`config.mk`:
```
export PLATFORM = sky130hd
export DESIGN_NAME = mem_req_ctrl_flat
export DESIGN_NICKNAME = d
export VERILOG_FILES = /design/src/rtl/mem_req_ctrl_if.sv /design/src/rtl/mem_req_ctrl.sv /design/src/flat_wrapper.sv
export SDC_FILE = /design/constraint.sdc
export NUM_CORES = 1
export LEC_CHECK = 0
export ABC_AREA = 1
export CAP_MARGIN = 20
export CORE_ASPECT_RATIO = 0.75
export CORE_MARGIN = 2
export CORE_UTILIZATION = 40
export CTS_CLUSTER_DIAMETER = 150
export DETAILED_ROUTE_END_ITERATION = 8
export MAX_ROUTING_LAYER = met4
export PLACE_DENSITY_LB_ADDON = 0.25
export SLEW_MARGIN = 20
export SYNTH_ARGS = -nofsm -noshare
export SYNTH_HDL_FRONTEND = slang
export SYNTH_SLANG_ARGS = --single-unit
```
`constraint.sdc`:
```
create_clock -name clk -period 1.4 [get_ports clk]
set_clock_uncertainty 0.15 [all_clocks]
set_input_delay 0.42 -clock clk [delete_from_list [all_inputs] [get_ports clk]]
set_output_delay 0.42 -clock clk [all_outputs]
set_load 0.01 [all_outputs]
```
`src/rtl/mem_req_ctrl_if.sv`:
```
// Request/response handshake bundle between a requester and mem_req_ctrl.
// slave = controller side, master = requester side.
interface mem_req_ctrl_if #(
    parameter int AW = 2,
    parameter int DW = 8
);
    logic          req_valid;
    logic          req_ready;
    logic          req_write;
    logic [AW-1:0] req_addr;
    logic [DW-1:0] req_wdata;
    logic          rsp_valid;
    logic          rsp_ready;
    logic [DW-1:0] rsp_rdata;

    modport slave (
        input  req_valid, req_write, req_addr, req_wdata, rsp_ready,
        output req_ready, rsp_valid, rsp_rdata
    );

    modport master (
        output req_valid, req_write, req_addr, req_wdata, rsp_ready,
        input  req_ready, rsp_valid, rsp_rdata
    );
endinterface

```
`src/rtl/mem_req_ctrl.sv`:
```
// Single-outstanding request controller in front of a 4x8 synchronous memory:
// registered one-cycle strobes, one-cycle read latency, wrapping debug counters.
module mem_req_ctrl #(
    parameter int AW = 2,
    parameter int DW = 8,
    parameter int CW = 8
) (
    input  logic          clk,
    input  logic          reset,
    mem_req_ctrl_if.slave bus,
    output logic          mem_wr_en,
    output logic          mem_rd_en,
    output logic [AW-1:0] mem_address,
    output logic [DW-1:0] mem_w_data,
    input  logic [DW-1:0] mem_r_data,
    output logic [CW-1:0] wr_count,
    output logic [CW-1:0] rd_count
);

    typedef enum logic [2:0] {
        IDLE    = 3'd0,
        WRITE   = 3'd1,
        READ    = 3'd2,
        CAPTURE = 3'd3,
        RESP    = 3'd4
    } state_t;

    state_t        r_state;
    state_t        w_state_nxt;
    logic          w_req_fire;

    logic          r_mem_wr_en;
    logic          r_mem_rd_en;
    logic [AW-1:0] r_mem_address;
    logic [DW-1:0] r_mem_w_data;
    logic          r_rsp_valid;
    logic [DW-1:0] r_rsp_rdata;
    logic [CW-1:0] r_wr_count;
    logic [CW-1:0] r_rd_count;

    assign w_req_fire = (r_state == IDLE) && bus.req_valid;

    always_comb begin
        w_state_nxt = r_state;
        case (r_state)
            IDLE:    if (bus.req_valid) w_state_nxt = bus.req_write ? WRITE : READ;
            WRITE:   w_state_nxt = IDLE;
            READ:    w_state_nxt = CAPTURE;
            CAPTURE: w_state_nxt = RESP;
            RESP:    if (bus.rsp_ready) w_state_nxt = IDLE;
            default: w_state_nxt = IDLE;
        endcase
    end

    always_ff @(posedge clk or negedge reset) begin
        if (!reset) r_state <= IDLE;
        else        r_state <= w_state_nxt;
    end

    // Strobes are registered from the next state so they line up exactly
    // with WRITE/READ; the request fields are captured straight into the pins.
    always_ff @(posedge clk or negedge reset) begin
        if (!reset) begin
            r_mem_wr_en   <= 1'b0;
            r_mem_rd_en   <= 1'b0;
            r_mem_address <= '0;
            r_mem_w_data  <= '0;
            r_rsp_valid   <= 1'b0;
            r_rsp_rdata   <= '0;
            r_wr_count    <= '0;
            r_rd_count    <= '0;
        end else begin
            r_mem_wr_en <= (w_state_nxt == WRITE);
            r_mem_rd_en <= (w_state_nxt == READ);
            if (w_req_fire) begin
                r_mem_address <= bus.req_addr;
                r_mem_w_data  <= bus.req_write ? bus.req_wdata : '0;
            end else begin
                r_mem_address <= '0;
                r_mem_w_data  <= '0;
            end
            if (r_state == CAPTURE) r_rsp_rdata <= mem_r_data;
            r_rsp_valid <= (w_state_nxt == RESP);
            if (r_state == WRITE)                  r_wr_count <= r_wr_count + CW'(1);
            if (r_state == RESP && bus.rsp_ready)  r_rd_count <= r_rd_count + CW'(1);
        end
    end

    assign bus.req_ready = (r_state == IDLE);
    assign bus.rsp_valid = r_rsp_valid;
    assign bus.rsp_rdata = r_rsp_rdata;
    assign mem_wr_en     = r_mem_wr_en;
    assign mem_rd_en     = r_mem_rd_en;
    assign mem_address   = r_mem_address;
    assign mem_w_data    = r_mem_w_data;
    assign wr_count      = r_wr_count;
    assign rd_count      = r_rd_count;

endmodule

```
`src/flat_wrapper.sv`:
```
// flat-port wrapper written by rule: the top's interface ports become plain ports
module mem_req_ctrl_flat 
#(
    parameter int AW = 2,
    parameter int DW = 8,
    parameter int CW = 8
)
  (clk, reset, mem_wr_en, mem_rd_en, mem_address, mem_w_data, mem_r_data, wr_count, rd_count, bus_req_valid, bus_req_write, bus_req_addr, bus_req_wdata, bus_rsp_ready, bus_req_ready, bus_rsp_valid, bus_rsp_rdata);
  mem_req_ctrl_if #(.AW(AW), .DW(DW)) bus_i ();
  input  logic clk;
  input  logic reset;
  output logic mem_wr_en;
  output logic mem_rd_en;
  output logic [AW-1:0] mem_address;
  output logic [DW-1:0] mem_w_data;
  input  logic [DW-1:0] mem_r_data;
  output logic [CW-1:0] wr_count;
  output logic [CW-1:0] rd_count;
  input wire logic [$bits(bus_i.req_valid)-1:0] bus_req_valid;
  input wire logic [$bits(bus_i.req_write)-1:0] bus_req_write;
  input wire logic [$bits(bus_i.req_addr)-1:0] bus_req_addr;
  input wire logic [$bits(bus_i.req_wdata)-1:0] bus_req_wdata;
  input wire logic [$bits(bus_i.rsp_ready)-1:0] bus_rsp_ready;
  output wire logic [$bits(bus_i.req_ready)-1:0] bus_req_ready;
  output wire logic [$bits(bus_i.rsp_valid)-1:0] bus_rsp_valid;
  output wire logic [$bits(bus_i.rsp_rdata)-1:0] bus_rsp_rdata;
  assign bus_i.req_valid = bus_req_valid;
  assign bus_i.req_write = bus_req_write;
  assign bus_i.req_addr = bus_req_addr;
  assign bus_i.req_wdata = bus_req_wdata;
  assign bus_i.rsp_ready = bus_rsp_ready;
  assign bus_req_ready = bus_i.req_ready;
  assign bus_rsp_valid = bus_i.rsp_valid;
  assign bus_rsp_rdata = bus_i.rsp_rdata;
  mem_req_ctrl #(.AW(AW), .DW(DW), .CW(CW)) u_core (.clk(clk), .reset(reset), .bus(bus_i), .mem_wr_en(mem_wr_en), .mem_rd_en(mem_rd_en), .mem_address(mem_address), .mem_w_data(mem_w_data), .mem_r_data(mem_r_data), .wr_count(wr_count), .rd_count(rd_count));
endmodule
```
==> results of run 1 <==
==> final cells by class <==
cell class / instances / area (um^2) / area share, %
well taps: 55 / 68.82 / 2.402
flip-flops and latches: 40 / 1002 / 34.98
inverters: 26 / 107.6 / 3.755
repair buffers: 108 / 874.6 / 30.52
clock inverters: 2 / 35.03 / 1.223
clock buffers: 6 / 72.57 / 2.533
multi-input cells: 119 / 704.4 / 24.59
==> metrics by stage <==
step | total power (uW) | instance area [um^2]
3_3_place_gp | 3781 | 2592
5_1_grt | 5423 | 2865
6_report | 5086 | 2865
2_1_floorplan | 2678 | 1749
3_5_place_dp | 3840 | 2592
4_1_cts | 4606 | 2594
==> layer usage <==
metal	share of wire (%)	global-route usage, %
met1	43	21.62
met2	47	28.45
met3	8.1	9.238
met4	1.1	5.085
met5	0	-
==> cells in the final DEF (no fill, tap or decap), types with 2 or more instances in the layout <==
cell / count
a21oi_1: 2
buf_12: 2
buf_2: 29
buf_4: 40
buf_6: 15
clkbuf_8: 5
clkdlybuf4s50_1: 21
dfrtp_1: 39
inv_1: 22
inv_4: 4
nand2_1: 45
nand2_2: 10
nand3_1: 4
nand3_2: 2
nand3_4: 3
nand3b_1: 2
nor2_1: 13
nor2_2: 4
nor2_4: 6
o21ai_1: 10
xor2_1: 7
==> logic make-up (layout without fill, tap and decap cells) <==
group	Yosys count	after routing	synth area share (%)
flip-flops	40	40	57.27
buffers and inverters	29	142	6.800
adder cells (fa/ha/maj)	2	2	1.431
AO/OA/AOI/OAI	14	14	4.152
XOR/XNOR	8	8	4.009
AND/OR/NAND/NOR	95	95	26.34
==> critical path, cell delays in order (launching register included) <==
cell	delay, ps
dfrtp_2	410
or2_4	250
nor2_4	100
buf_6	110
==> sequential cells by signal (all words and copies together) (netlist names) <==
register	flops
u_core.bus.rsp_rdata	8
u_core.mem_w_data	8
u_core.rd_count	8
u_core.wr_count	8
u_core.r_state	3
u_core.mem_address	2
u_core.bus.rsp_valid	1
u_core.mem_rd_en	1
u_core.mem_wr_en	1
==> final timing paths <==
check,to,slack (ps),start
worst max register to register,u_core.rd_count[6],-100,u_core.r_state[0]
max in group asynchronous,u_core.r_state[0],440,reset
worst min register to register,u_core.bus.rsp_rdata[5],340,u_core.bus.rsp_rdata[5]
worst max-delay path,bus_req_ready,-340,u_core.r_state[0]
min in group asynchronous,u_core.mem_rd_en,460,reset
worst min-delay path,u_core.bus.rsp_rdata[5],340,u_core.bus.rsp_rdata[5]
==> where the power goes <==
part	internal [uW]	switching, uW	total [uW]
clock network	529	402	931
logic	1290	1200	2490
registers	1490	171	1660
total	3320	1770	5090
==> timing repair <==
action	in CTS	in global routing
gates resized for setup	157	47
pin swaps	1	15
hold endpoints to repair	40	0
endpoints found under the setup margin	42	45
buffers inserted	8	16
hold buffers	1	0
==> impl_metrics.py, run 1 <==
metrics = {
    "detailed_routing": {
        "drc": 0,
        "avgRoutedWirePerCell_um": 11.67,
        "vias_per_cell": 4.444,
        "vias": 1582,
        "postRouteAntennaNets": 0,
        "drtPass1Iterations": 4,
        "drtIter0Drc": 49,
        "wirelength_um": 4155,
    },
    "outcome": {
        "status": "finished with violations",
        "violations": "negative setup slack",
    },
    "floorplanning": {
        "die_h_um": 61.25,
        "die_x_um": 80.33,
        "core_um2": 4129,
        "start_util_pct": 42.33,
        "dieArea_um2": 4920,
        "ios": 61,
        "num_rows": 20,
    },
    "global_routing": {
        "grt_util_all_layers_pct": 18.44,
        "grt_max_degree": 41,
        "grt-ovfl-total": 0,
        "antenna_found_initial": 0,
        "grt_pass1_vias": 1480,
        "grt_pass1_wl_um": 6506,
    },
    "final_layout": {
        "drive_gt1_share_pct": 42.52,
        "diodes": 0,
        "fin_cells": 356,
        "syn2layout_area_growth_pct": 63.92,
        "nets": 325,
        "num-fill-cells": 333,
        "final_util_pct": 69.39,
    },
    "yosys": {
        "async_flop_share_pct": 100.0,
        "synth.area.top_cells": "dfrtp_1, nand2_1, inv_1",
        "yosysTopAreaCellShare_pct": 57.27,
        "synth.most_common_cell": "nand2_1",
        "synth_top_area_cell": "dfrtp_1",
        "synth-edff-count": 0,
        "avgSynthCellArea_um2": 9.297,
        "syn_nets": 213,
        "synth-main-ff-cell": "dfrtp_1",
        "synthCells": 188,
        "synth.distinct_cells": 24,
        "ys_top_cells_by_count": "nand2_1, dfrtp_1, inv_1",
        "ys_seq_area_share_pct": 57.27,
        "syn_area_um2": 1748,
        "ys_warn_count": 0,
        "synth-seq-cells": 40,
    },
    "power_and_ir_drop": {
        "power_density_nw_per_um2": 1775,
        "leakage_uw": 0.001522,
        "ir_drop_mv": 1.046,
    },
    "timing": {
        "layout_min_cycle_time_ps": 1738,
        "slew_violations": 0,
        "setup_violations": 12,
        "fmax_mhz": 575.5,
        "worst_pin_slew_ps": 228.2,
        "fin_crit_sh_pct": 124.1,
        "rsz0062_at_grt": "true",
        "setup_ws_ps": -337.6,
        "final_hold_viol_count": 0,
        "relSlewSlack_pct": 84.72,
        "setup_tns_ps": -739.2,
        "holdWs_ps": 342.9,
    },
    "critical_path": {
        "path_class": "reg -> out",
        "required_ps": 830,
        "r2r_cells": 8,
        "arrival_ps": 1170,
        "crit_fanout": 2,
        "cp-start-kind": "register",
        "endpoint_kind": "output port",
    },
    "place": {
        "dp_cells": 325,
        "dp_hpwl_um": 2832,
        "gp_congestion": 0.8537,
        "pre_cts_ws_ps": -440.8,
        "port_buffers": 60,
    },
    "clock_network": {
        "cts_tree": "done",
        "clock-root-buffer": "clkbuf_8",
        "clk_latency_ps": 300,
        "tritoncts.num_buffers": 5,
        "path_clk_slew_ps": 80,
        "h-tree-depth": 2,
        "cts.sinks": 40,
        "clockBufferDepth": 2,
    },
    "flow_run": {
        "maxCapViolations": 0,
    },
    "worst_hold_path": {
        "min_path_type": "reg -> reg",
        "min_path_cells": 2,
    },
}
Note: power is estimated with default switching activity, not from simulation.
==> inputs of run 2 (changes only) <==
--- a/config.mk
+++ b/config.mk
@@ -6,6 +6,7 @@
 export NUM_CORES = 1
 export LEC_CHECK = 0
 export ABC_AREA = 1
+export ABC_CLOCK_PERIOD_IN_PS = 1400
 export CAP_MARGIN = 20
 export CORE_ASPECT_RATIO = 0.75
 export CORE_MARGIN = 2
==> results of run 2 <==
No change in the layout: final DEF, timing and power equal those of run 1.
==> patch: new RTL, flow settings as in run 1 <==
`CW` is set to 8 in 2 places; all go to 9.
--- a/src/rtl/mem_req_ctrl.sv
+++ b/src/rtl/mem_req_ctrl.sv
@@ -4,5 +4,5 @@
     parameter int AW = 2,
     parameter int DW = 8,
-    parameter int CW = 8
+    parameter int CW = 9
 ) (
     input  logic          clk,
--- a/src/flat_wrapper.sv
+++ b/src/flat_wrapper.sv
@@ -4,5 +4,5 @@
     parameter int AW = 2,
     parameter int DW = 8,
-    parameter int CW = 8
+    parameter int CW = 9
 )
   (clk, reset, mem_wr_en, mem_rd_en, mem_address, mem_w_data, mem_r_data, wr_count, rd_count, bus_req_valid, bus_req_write, bus_req_addr, bus_req_wdata, bus_rsp_ready, bus_req_ready, bus_rsp_valid, bus_rsp_rdata);
Ports: changed (resized rd_count and wr_count); port bits go from 61 to 63. The function was not compared with the original's and may differ.
==> patch against run 1 <==
The run still ends with negative setup slack left; area after synthesis rose by 7.9%; critical endpoint unchanged; total power fell by 4.9%; wire length rose by 0.72%; worst setup slack improved by 0.14 ns; combinational power fell by 12%; sequential cell count rose by 2; sequential power rose by 2%; cell area rose by 1.9%; global-route usage fell by 0.75 points; hold slack got worse by 0.010 ns.
==> patch: results (changes against run 1) <==
status: "finished with violations"
violations: "negative setup slack"
grt_max_degree: 43  # +4.9%
nFillCells: 396  # +19%
r2r_slack_ns: 0.01  # +0.11 ns
via_count: 1674  # +5.8%
min_to: "u_core.bus.rsp_valid$_DFF_PN0_"
hold_path.startpoint: "bus_rsp_ready"
synthFlopType: "dfrtp_1"
netlist_top_cells_count: "54 x nand2_1, 42 x dfrtp_1, 25 x inv_1"
insertion_delay_ns: 0.29
ir_drop_mv: 1.05  # +0.73%
grt_usage_pct: 17.7  # -0.75 points
antenna_found_initial: 0  # unchanged
worstReg2RegStart: "u_core.r_state[1]$_DFF_PN0_"
numPortBuffers: 62  # +3.3%
ys_types: 29  # +21%
hpwl_mm: 2.90  # +2.4%
dr.pass1.iters: 4  # unchanged
grt_pass1_wl_mm: 7.41  # +14%
synth_warnings: 0  # unchanged
syn_nets: 224  # +5.2%
cellLeakagePower_nw: 1.57  # +3.3%
num-nets-final: 339  # +4.3%
place_ws_ns: -0.368  # +0.0732 ns
clk_pin_slew_ns: 0.08  # about the same
final_layout_size_suffix_gt1_share_pct: 38.1  # -4.4 points
clk_path_buf_depth: 2  # unchanged
ctsRootBufferMaster: "clkbuf_8"
detail_route.wl_per_cell_um: 11.3  # -3.6%
cp.arrival_ns: 1.03  # -0.14 ns
h-tree-depth: 2  # unchanged
gp_congestion: 0.796  # -6.8%
holdWs_ns: 0.333  # -0.0104 ns
num_antenna_cells: 0  # unchanged
yosys-top-cells-area: "dfrtp_1 56%, nand2_1 11%, inv_1 5.0%, nor2_1 3.6%, nand3_4 2.8%"
finalSetupTns_ns: -0.208  # +0.531 ns
critPathMaxFanout: 2  # unchanged
worst_slack_ns: -0.196  # +0.141 ns
yosysSeqAreaShare_pct: 55.7  # -1.6 points
r2r_end: "u_core.wr_count[8]$_DFFE_PN0N_"
maxSlewHeadroom_pct: 82.5  # -2.2 points
hold_viol: 0  # unchanged
worstRegToRegCells: 7  # -1
hold_depth: 2  # unchanged
finalSetupViolations: 2  # -10
holdCritPathClass: "in2reg"
drt_iter0_drc: 56  # +14%
numCtsBuffers: 5  # unchanged
async_reset_ff_share_pct: 100  # unchanged
[patch: worst max-delay path by stage]
stage                                           start                        endpoint  slack [ns]  cells past startpoint
after floorplan           u_core.r_state[0]$_DFF_PN0_                   bus_req_ready       0.001                      3
after global placement                  bus_rsp_ready  u_core.rd_count[7]$_DFFE_PN0P_       -0.33                      6
after detailed placement                bus_rsp_ready  u_core.rd_count[7]$_DFFE_PN0P_       -0.37                      6
after CTS                 u_core.r_state[0]$_DFF_PN0_                   bus_req_ready       -0.22                      4
after global routing      u_core.r_state[2]$_DFF_PN0_                   bus_req_ready       -0.28                      4
final                     u_core.r_state[2]$_DFF_PN0_                   bus_req_ready       -0.20                      4
[patch: power by group]
| part | leakage, nW | internal, mW | total [mW] | switching (mW) |
|---|---|---|---|---|
| registers | 0.555 | 1.54 | 1.70 | 0.162 |
| logic | 0.965 | 1.08 | 2.19 | 1.10 |
| clock network | 0.0514 | 0.532 | 0.951 | 0.418 |
| total | 1.57 | 3.15 | 4.84 | 1.68 |
[patch: per-stage QoR]
step	cells	utilization [%]	area [µm²]	power, mW
2_1_floorplan	199	-	1890	2.72
3_3_place_gp	346	62.3	2800	3.87
3_5_place_dp	346	62.3	2800	3.93
4_1_cts	368	63.5	2850	4.79
5_1_grt	372	65.0	2920	5.19
6_report	372	65.0	2920	4.84
[patch: logic make-up (layout without fill, tap and decap cells)]
group / after synthesis / count (layout) / share of synthesized area, %
AO/OA/AOI/OAI: 16 / 16 / 4.38
XOR/XNOR: 5 / 5 / 2.32
adder cells (fa/ha/maj): 2 / 2 / 1.33
buffers and inverters: 31 / 146 / 6.90
flip-flops: 42 / 42 / 55.7
AND/OR/NAND/NOR: 103 / 104 / 29.4
[patch: area by class of cell]
class	instances	share of cell area, %
clock inverters	2	1.29
inverters	28	3.77
well taps	57	2.44
multi-input cells	127	26.2
clock buffers	6	2.49
repair buffers	110	27.8
flip-flops and latches	42	36.0
[patch: critical path, stage by stage, from the launching register on]
cell	delay (ns)
dfrtp_1	0.40
inv_2	0.08
nand2_4	0.06
nor2_4	0.09
buf_6	0.11
[patch: repair_timing]
action / CTS / global route
endpoints found under the setup margin: 48 / 42
cloned: 1 / 0
hold buffers: 1 / 0
gates resized for setup: 169 / 12
hold endpoints to repair: 42 / 0
pin swaps: 4 / 8
setup buffers: 12 / 4
[patch: metal layers]
layer / track usage (%) / wire length (µm) / vias up
li1: - / - / 857
met1: 21.4 / 1860 / 764
met5: - / 0 / -
met4: 4.30 / 22 / 0
met3: 4.72 / 273 / 3
met2: 29.8 / 2030 / 50
